`config.mk`:
```
export PLATFORM = sky130hd
export DESIGN_NAME = hex_number_entry
export DESIGN_NICKNAME = d
export VERILOG_FILES = /design/src/rtl/hex_entry_pkg.sv /design/src/rtl/key_debouncer.sv /design/src/rtl/hex_number_entry.sv
export SDC_FILE = /design/constraint.sdc
export NUM_CORES = 1
export LEC_CHECK = 0
export ABC_AREA = 0
export BUFFER_PORTS_ARGS = -buffer_cell sky130_fd_sc_hd__buf_2
export CAP_MARGIN = 30
export CORE_MARGIN = 3
export CORE_UTILIZATION = 51
export CTS_BUF_LIST = sky130_fd_sc_hd__clkbuf_16
export DETAILED_ROUTE_END_ITERATION = 7
export PLACE_DENSITY = 0.71
export SLEW_MARGIN = 15
export SYNTH_ARGS = -nofsm -noshare
export SYNTH_HDL_FRONTEND = slang
export SYNTH_SLANG_ARGS = --single-unit
```
`constraint.sdc`:
```
create_clock -name clk -period 2.23 [get_ports clk]
set_clock_uncertainty 0.05 [all_clocks]
set_input_delay 0.223 -clock clk [delete_from_list [all_inputs] [get_ports clk]]
set_output_delay 0.223 -clock clk [all_outputs]
set_load 0.1 [all_outputs]
```
`src/rtl/hex_entry_pkg.sv`:
```
// Shared types and constants for the hex number entry block.
package hex_entry_pkg;
  typedef logic [3:0] digit_t;
  typedef logic [2:0] cursor_t;
  localparam int DEFAULT_N_DIGITS = 6;
endpackage

```
`src/rtl/key_debouncer.sv`:
```
// Two-flop synchroniser, stable-count debouncer and one-cycle press pulse for an active-low key.
// With HEX_ENTRY_AUTO_REPEAT_EN defined it also exports o_hold for the top-level repeat logic.
module key_debouncer #(
  parameter int DEBOUNCE_CYCLES = 500000
) (
  input  logic clk,
  input  logic reset_n,
  input  logic i_key_n,
`ifdef HEX_ENTRY_AUTO_REPEAT_EN
  output logic o_hold,
`endif
  output logic o_press
);
  localparam int CNT_W = $clog2(DEBOUNCE_CYCLES);
  localparam logic [CNT_W-1:0] CNT_LAST = CNT_W'(DEBOUNCE_CYCLES - 1);

  logic             r_sync1;
  logic             r_sync2;
  logic [1:0]       r_sync_vld;
  logic             r_armed;
  logic             r_db;
  logic             r_press;
  logic [CNT_W-1:0] r_cnt;
  logic             w_accept;

  assign w_accept = (r_sync2 != r_db) && (r_cnt == CNT_LAST);

  // r_armed blocks the pulse for a key that was already down when reset released
  always_ff @(posedge clk or negedge reset_n) begin
    if (!reset_n) begin
      r_sync1    <= 1'b1;
      r_sync2    <= 1'b1;
      r_sync_vld <= 2'b00;
      r_armed    <= 1'b0;
      r_db       <= 1'b1;
      r_press    <= 1'b0;
      r_cnt      <= '0;
    end else begin
      r_sync1    <= i_key_n;
      r_sync2    <= r_sync1;
      r_sync_vld <= {r_sync_vld[0], 1'b1};
      if (r_sync_vld[1] && r_sync2)
        r_armed <= 1'b1;
      if (r_sync2 == r_db) begin
        r_cnt <= '0;
      end else if (w_accept) begin
        r_cnt <= '0;
        r_db  <= r_sync2;
      end else begin
        r_cnt <= r_cnt + 1'b1;
      end
      r_press <= w_accept && !r_sync2 && r_armed;
    end
  end

  assign o_press = r_press;
`ifdef HEX_ENTRY_AUTO_REPEAT_EN
  assign o_hold  = !r_db && !w_accept;
`endif
endmodule

```
`src/rtl/hex_number_entry.sv`:
```
// Hex digit entry with cursor for the six-digit display: key[0] writes sw, key[1] moves left.
// Optional macro HEX_ENTRY_AUTO_REPEAT_EN adds auto-repeat on a held key[1].
module hex_number_entry
  import hex_entry_pkg::*;
#(
  parameter int N_DIGITS        = DEFAULT_N_DIGITS,
  parameter int DEBOUNCE_CYCLES = 500000,
  parameter int REPEAT_DELAY    = 25000000,
  parameter int REPEAT_PERIOD   = 5000000
) (
  input  logic                  clk,
  input  logic                  reset_n,
  input  logic [1:0]            key,
  input  logic [3:0]            sw,
  input  logic                  clear,
  output logic [4*N_DIGITS-1:0] number,
  output cursor_t               cursor,
  output logic [N_DIGITS-1:0]   dp_n,
  output logic [1:0]            press
);
  localparam cursor_t               CUR_LAST = cursor_t'(N_DIGITS - 1);
  localparam logic [N_DIGITS-1:0]   DP_ONE   = {{(N_DIGITS-1){1'b0}}, 1'b1};
  localparam logic [N_DIGITS-1:0]   DP_RST   = ~(DP_ONE << (N_DIGITS - 1));

  if (N_DIGITS < 2 || N_DIGITS > 8 || DEBOUNCE_CYCLES < 2 ||
      REPEAT_DELAY < 1 || REPEAT_PERIOD < 1) begin : g_bad_cfg
    $error("hex_number_entry: parameter out of range");
  end

  logic [1:0]                w_db_press;
  logic                      w_p0;
  logic                      w_p1;
  digit_t [N_DIGITS-1:0]     r_number;
  cursor_t                   r_cursor;
  logic [N_DIGITS-1:0]       r_dp_n;
  digit_t [N_DIGITS-1:0]     w_number_nxt;
  cursor_t                   w_cursor_nxt;
  logic [N_DIGITS-1:0]       w_dp_nxt;

`ifdef HEX_ENTRY_AUTO_REPEAT_EN
  logic [1:0] w_db_hold;
`endif

  for (genvar k = 0; k < 2; k++) begin : g_key
    key_debouncer #(
      .DEBOUNCE_CYCLES(DEBOUNCE_CYCLES)
    ) u_db (
      .clk     (clk),
      .reset_n (reset_n),
      .i_key_n (key[k]),
`ifdef HEX_ENTRY_AUTO_REPEAT_EN
      .o_hold  (w_db_hold[k]),
`endif
      .o_press (w_db_press[k])
    );
  end

  assign w_p0 = w_db_press[0];

`ifdef HEX_ENTRY_AUTO_REPEAT_EN
  localparam int RPT_MAX = (REPEAT_DELAY > REPEAT_PERIOD) ? REPEAT_DELAY : REPEAT_PERIOD;
  localparam int RPT_W   = $clog2(RPT_MAX + 1);

  logic [RPT_W-1:0] r_rpt_cnt;
  logic             r_rpt_first;
  logic             r_rpt_held;
  logic             r_rpt_pulse;
  logic             w_rpt_active;
  logic [RPT_W-1:0] w_rpt_last;

  // Repeat only follows a genuine press, and stops on the edge the debounced release lands
  assign w_rpt_active = (r_rpt_held || w_db_press[1]) && w_db_hold[1];
  assign w_rpt_last   = r_rpt_first ? RPT_W'(REPEAT_DELAY - 1) : RPT_W'(REPEAT_PERIOD - 1);

  always_ff @(posedge clk or negedge reset_n) begin
    if (!reset_n) begin
      r_rpt_cnt   <= '0;
      r_rpt_first <= 1'b1;
      r_rpt_held  <= 1'b0;
      r_rpt_pulse <= 1'b0;
    end else begin
      r_rpt_held  <= w_rpt_active;
      r_rpt_pulse <= 1'b0;
      if (!w_rpt_active) begin
        r_rpt_cnt   <= '0;
        r_rpt_first <= 1'b1;
      end else if (r_rpt_cnt == w_rpt_last) begin
        r_rpt_cnt   <= '0;
        r_rpt_first <= 1'b0;
        r_rpt_pulse <= 1'b1;
      end else begin
        r_rpt_cnt <= r_rpt_cnt + 1'b1;
      end
    end
  end

  assign w_p1 = w_db_press[1] || r_rpt_pulse;
`else
  assign w_p1 = w_db_press[1];
`endif

  always_comb begin
    w_number_nxt = r_number;
    w_cursor_nxt = r_cursor;
    if (clear) begin
      w_number_nxt = '0;
      w_cursor_nxt = CUR_LAST;
    end else begin
      if (w_p0) begin
        for (int i = 0; i < N_DIGITS; i++)
          if (r_cursor == cursor_t'(i))
            w_number_nxt[i] = sw;
      end
      // Both keys together: write only, cursor stays
      case ({w_p1, w_p0})
        2'b01:   w_cursor_nxt = (r_cursor == '0) ? CUR_LAST : r_cursor - 3'd1;
        2'b10:   w_cursor_nxt = (r_cursor == CUR_LAST) ? '0 : r_cursor + 3'd1;
        default: w_cursor_nxt = r_cursor;
      endcase
    end
    w_dp_nxt = ~(DP_ONE << w_cursor_nxt);
  end

  always_ff @(posedge clk or negedge reset_n) begin
    if (!reset_n) begin
      r_number <= '0;
      r_cursor <= CUR_LAST;
      r_dp_n   <= DP_RST;
    end else begin
      r_number <= w_number_nxt;
      r_cursor <= w_cursor_nxt;
      r_dp_n   <= w_dp_nxt;
    end
  end

  assign number = r_number;
  assign cursor = r_cursor;
  assign dp_n   = r_dp_n;
  assign press  = {w_p1, w_p0};
endmodule

```
* After elaboration in Yosys (flattened, before gate mapping)
Cells that the tools add are included.
** Word-level totals
- Bits of input ports :: 9
- Word-level logic and storage cells :: 85
- Flip-flop bits (word level) :: 85
- Output and inout port bits :: 35
** Operators by class
- Equality and inequality tests :: 13
- Add/sub/neg operators :: 4
- Shifts and indexed selects :: 1
- Reductions and logical operators :: 26
- Bitwise operators :: 3
- Muxes and demuxes :: 16
** Operator list (number)
- 19-bit 2-to-1 mux :: 4
- 24-bit 2-to-1 mux :: 2
- 19-bit by 1-bit adder with 19-bit output, second input constant :: 2
- 19-bit == test, second input constant :: 2
- 4-bit 2-to-1 mux :: 6
- 2-bit AND reduction :: 8
- 2-bit nonzero test :: 7
- 3-bit 2-to-1 mux :: 3
- 1-bit logical AND :: 8
- 3-bit by 2-bit == test with 1-bit output, second input constant :: 2
- 3-bit == test, second input constant :: 2
- 6-bit inverter :: 1
- 3-bit one-hot mux with 2 select lines :: 1
- 1-bit by 3-bit << shifter with 6-bit output, first input constant :: 1
- 3-bit by 1-bit adder with 3-bit output, second input constant :: 1
- 3-bit by 1-bit == test with 1-bit output, second input constant :: 1
- 3-bit logical NOT :: 1
- 3-bit by 1-bit subtractor with 3-bit output, second input constant :: 1
- 1-bit == test :: 2
- 2-bit by 1-bit == test with 1-bit output, second input constant :: 1
- 2-bit == test, second input constant :: 1
- 1-bit logical NOT :: 2
- 1-bit != test :: 2
- 1-bit inverter :: 2

* Longest topological paths before layout
- Depth in word-level cells :: 6
- Mapped depth :: 8
- Gate-level depth less buffers :: 7

* Modules after synthesis
A second synthesis with hierarchy kept.
** Unflattened totals
- Cells, all modules :: 352
- Area, all modules :: 3917.5 sq um
** Modules (own cells, without submodules)
- key_debouncer :: cells an instance 110, area an instance 1218.7 sq um, times used 2, sequential area each 654.4 sq um
- hex_number_entry :: cells an instance 132, area an instance 1480.2 sq um, times used 1, sequential area each 834.6 sq um

* Worst setup path before layout
Ideal clock, no wire load.
- Path type :: register to register
- Start :: reg r_cursor[1] (netlist: cursor[1])
- End :: reg r_dp_n[1] (netlist: dp_n[1])
- Period minus slack after synthesis :: 2.209 ns
- Path buffers :: 1
- Slack :: 0.021 ns
- Library setup time :: 0.088 ns
- Cell stages (with the launch flop) :: 8
- Arrival :: 2.071 ns
- Required time :: 2.092 ns
- Path through :: dfrtp_1 > buf_2 > and2_1 > ha_1 > nor2_1 > nand3_1 > nand3_1 > or3_1
** Between the ends
- Longest elaborated chain between the ends :: 6
- Elaborated cells between the ends (all ways) :: 10
- Those cells by class :: add/sub: 2; eq/ne: 1; shift: 1; mux: 4; bitwise: 1; reduce/logical: 1
** Ends and longest elaborated chain
- from (decl) :: RTL line hex_number_entry.sv:34 : cursor_t r_cursor;
- from (signal assigned) :: RTL line hex_number_entry.sv:131 : r_cursor <= w_cursor_nxt;
- 3-bit by 1-bit adder with 3-bit output, or another cell as far along :: RTL line hex_number_entry.sv:117 : 2'b10: w_cursor_nxt = (r_cursor == CUR_LAST) ? '0 : r_cursor + 3'd1;
- 3-bit 2-to-1 mux, on equally long branches :: RTL line hex_number_entry.sv:117, hex_number_entry.sv:116
- 3-bit one-hot mux with 2 select lines * :: RTL line hex_number_entry.sv:115 : case ({w_p1, w_p0})
- 3-bit 2-to-1 mux * :: RTL line hex_number_entry.sv:105 : if (clear) begin
- named net w_cursor_nxt[2] :: RTL line hex_number_entry.sv:37 : cursor_t w_cursor_nxt;
- 1-bit by 3-bit << shifter with 6-bit output * :: RTL line hex_number_entry.sv:121 : w_dp_nxt = ~(DP_ONE << w_cursor_nxt);
- 6-bit inverter * :: RTL line hex_number_entry.sv:121
- named net w_dp_nxt[1] :: RTL line hex_number_entry.sv:38 : logic [N_DIGITS-1:0] w_dp_nxt;
- to (signal assigned) :: RTL line hex_number_entry.sv:132 : r_dp_n <= w_dp_nxt;
- to (decl) :: RTL line hex_number_entry.sv:35 : logic [N_DIGITS-1:0] r_dp_n;
The timed path passes the listed nets; every way through them passes the cells marked *.
A chain may end at the register's enable or synchronous reset.

* Final worst setup path
- Start :: reg r_cursor[0] (netlist: cursor[0])
- End :: reg r_dp_n[0] (netlist: dp_n[0])
The elaborated chain is that of the path after synthesis.

==> metrics.md <==
| Metric | Value |
|---|---|
| Status | `finished, final reports clean` |
| TritonCTS clock tree | `yes` |
| RD Place Congestion | `0.858` |
| Clk_lat worst skew | `0.33 ns` |
| Row cnt | `31` |
| Internal Power | `2.42 mW` |
| Avg Synthesized Cell Area | `11.0 um2` |
| Critical path capture point type | `flop` |
| Maximum vdd drop | `0.345 mV` |
| Switching Share | `21.9%` |
| Commonest cells after routing, fill and taps aside | `dfrtp_1 (70), nor2_1 (61), buf_2 (42), nand3_1 (25), mux2i_1 (24)` |
| Post-DR wirelength/cell | `14.2 um` |
| Leak | `2.02 nW` |
| Power Dens Cells | `678 nW/um2` |
| Sink Count | `83` |
| Clock power share | `47.2%` |
| WHS | `0.160 ns` |
| Via count | `2734` |
| ANT cells | `0` |
| Register area share after synthesis | `53.5%` |
| Mux cell area share after synthesis | `7.01%` |
| Crit share post-route | `93.4%` |
| Tmin final | `2.08 ns` |
| Drt first pass iters | `4` |
| Seq cells post-synth | `83` |
| Comb pwr share | `3.0%` |
| Number of synthesized flops with an enable pin | `0` |
| Highest net fanout along the worst path | `15` |
| Fin util | `62.2%` |
| Horiz. Die Dim | `93.6 um` |
| Sequential Power Share | `49.8%` |
| HPWL Detailed | `5.00 mm` |
| Num CTS Buffers | `9` |
| Port-buffer cells | `43` |
| Fin cells | `509` |
| Number of global-route vias before repair | `2659` |
| Detail Route Antenna Nets | `0` |
| Longest Clk Path Bufs | `2` |
| HP Class | `primary input to flop` |
| Ys flop type | `dfrtp_1` |
| Post-Synth Simple-Gate Area | `25.2%` |
| Most common cell after layout, fill and taps aside | `dfrtp_1` |
| Clock root buffer | `clkbuf_16` |
| Post-Place Cells | `490` |
| Sw Pwr | `0.676 mW` |
| Largest net degree at the start of global routing | `43` |
| Worst setup SP type | `flop` |
| Synthesized net count | `370` |
| Worst slack, placed | `0.176 ns` |
| Final net count | `419` |
| Fill cell count | `600` |
| Synthesis Warnings | `0` |
| IO Count | `44` |
| CP Launch Point | `cursor[0]` |
| CTS Hold Buffers Added | `3` |
| Setup TNS | `0 ns` |
| Largest family of logic cells by synthesized area | `simple AND/OR/NAND/NOR gates` |
| Highest clock rate | `0.480 GHz` |
| CTS resizes | `0` |
| Hold path startpoint | `sw[0]` |
| Design Area, Final | `4560 um2` |
| Layout cells sized above 1 | `23.9%` |
| FF-to-FF Start | `cursor[0]` |
| Post-synthesis xor/xnor area fraction | `6.94%` |
| Worst setup margin | `0.147 ns` |
| Total track usage | `18.1%` |
| Hold Fails Final Rpt | `0` |
| Synth Area in Compound Gates | `3.07%` |
| DRC violations left | `0` |
| Drt total wl | `7.21 mm` |
| Post-CTS setup buffer count | `0` |
| Vias/cell | `5.37` |
| Final Max Tran Viols | `0` |
| Post-synth cell types | `53` |
| CP arrival | `2.29 ns` |
| Initial antenna violation count | `0` |
| Data required, critical path | `2.43 ns` |
| Std-Cell Core Area | `7330 um2` |
| Die area | `8750 um2` |
| Clock transition at the registers of the reported paths | `0.06 ns` |
| Starting Density | `53.3%` |
| Area Growth Syn to Fin | `16.6%` |
| Grt total ovfl | `0` |
| Syn Std Cell Area | `3910 um2` |
| Syn Inst Count | `356` |
| Crit Path Category | `flop to flop` |
| Max cap viols | `0` |
| First-pass GRT wire length | `12.5 mm` |
| DR iter-0 viols | `124` |
| H-tree depth | `3` |
| Setup-failing EPs final | `0` |
| FFs w/ async S/R, synth | `100%` |
| Final Power | `3.09 mW` |
| Adder-cell share of the synthesized area | `1.60%` |
| Die H | `93.6 um` |
| RSZ-0062 raised after global routing | `false` |
| Placed cell area | `4230 um2` |
-- critical path: stages (launching register included) --
cell and delay (ns):
dfstp_2 0.71, mux2_2 0.37, nor3b_1 0.22, or4_1 0.21, inv_2 0.07, or3_1 0.37
-- cells by family after synthesis --
family,Yosys count
adder cells (fa/ha/maj),5
multiplexers,27
AND/OR/NAND/NOR,168
AO/OA/AOI/OAI,19
XOR/XNOR,31
flip-flops,83
other,1
buffers and inverters,22
-- final cells by class --
cell class	instances	area [um2]	share of cell area [%]
Multi-Input combinational cell	251	1720	37.6
Tap cell	99	124	2.72
Clock inverter	7	70.1	1.54
Timing Repair Buffer	51	298	6.53
Clock buffer	9	225	4.94
Sequential cell	83	2090	45.9
Inverter	9	33.8	0.741
-- layer usage --
layer / GRT usage [%] / share of wire, % / vias up
li1: - / - / 1335
met1: 24.5 / 47 / 1323
met2: 28.2 / 46 / 69
met3: 4.67 / 5.3 / 7
met4: 6.26 / 1.4 / 0
met5: 0 / 0 / -
-- synth_stat cells (3+ instances only) --
library cell	number	area share [%]
a21oi_1	8	1.0
and2_1	4	0.64
buf_2	5	0.64
buf_4	3	0.58
clkbuf_1	4	0.38
dfrtp_1	70	45
dfstp_2	13	8.7
ha_1	5	1.6
inv_1	8	0.77
mux2_2	3	0.86
mux2i_1	24	6.1
nand2_1	18	1.7
nand3_1	25	3.2
nand4_1	7	1.1
nand4_2	4	1.3
nor2_1	61	5.9
nor3_1	8	1.0
nor4_1	10	1.6
nor4_4	4	2.2
o21ai_0	3	0.38
or3_1	3	0.48
xnor2_1	21	4.7
xor2_1	10	2.2
-- power groups by stage --
| stage | clock network [mW] | logic [mW] | registers [mW] |
|---|---|---|---|
| 6_report | 1.46 | 0.0941 | 1.54 |
| 5_1_grt | 1.56 | 0.109 | 1.54 |
| 4_1_cts | 1.49 | 0.0979 | 1.54 |
| 3_5_place_dp | 0 | 0.0931 | 1.57 |
| 3_3_place_gp | 0 | 0.0922 | 1.56 |
| 2_1_floorplan | 0 | 0.0355 | 1.56 |
-- worst paths after layout --
check	cells past startpoint	slack, ns	to
min	3	0.16	number[12]
max in group asynchronous	3	1.24	cursor[0]
min reg2reg	0	0.30	g_key[0].u_db.r_sync_vld[1]
max	5	0.15	dp_n[0]
min in group asynchronous	2	0.26	number[21]
max reg2reg	5	0.15	dp_n[0]
-- flip-flops by register name (all words and copies together), names as in the netlist --
name and count:
cursor 3, dp_n 6, g_key.u_db.o_press 2, g_key.u_db.r_armed 2, g_key.u_db.r_cnt 38, g_key.u_db.r_db 2
g_key.u_db.r_sync1 2, g_key.u_db.r_sync2 2, g_key.u_db.r_sync_vld 2, number 24
Power figures use the tool's default switching activity.
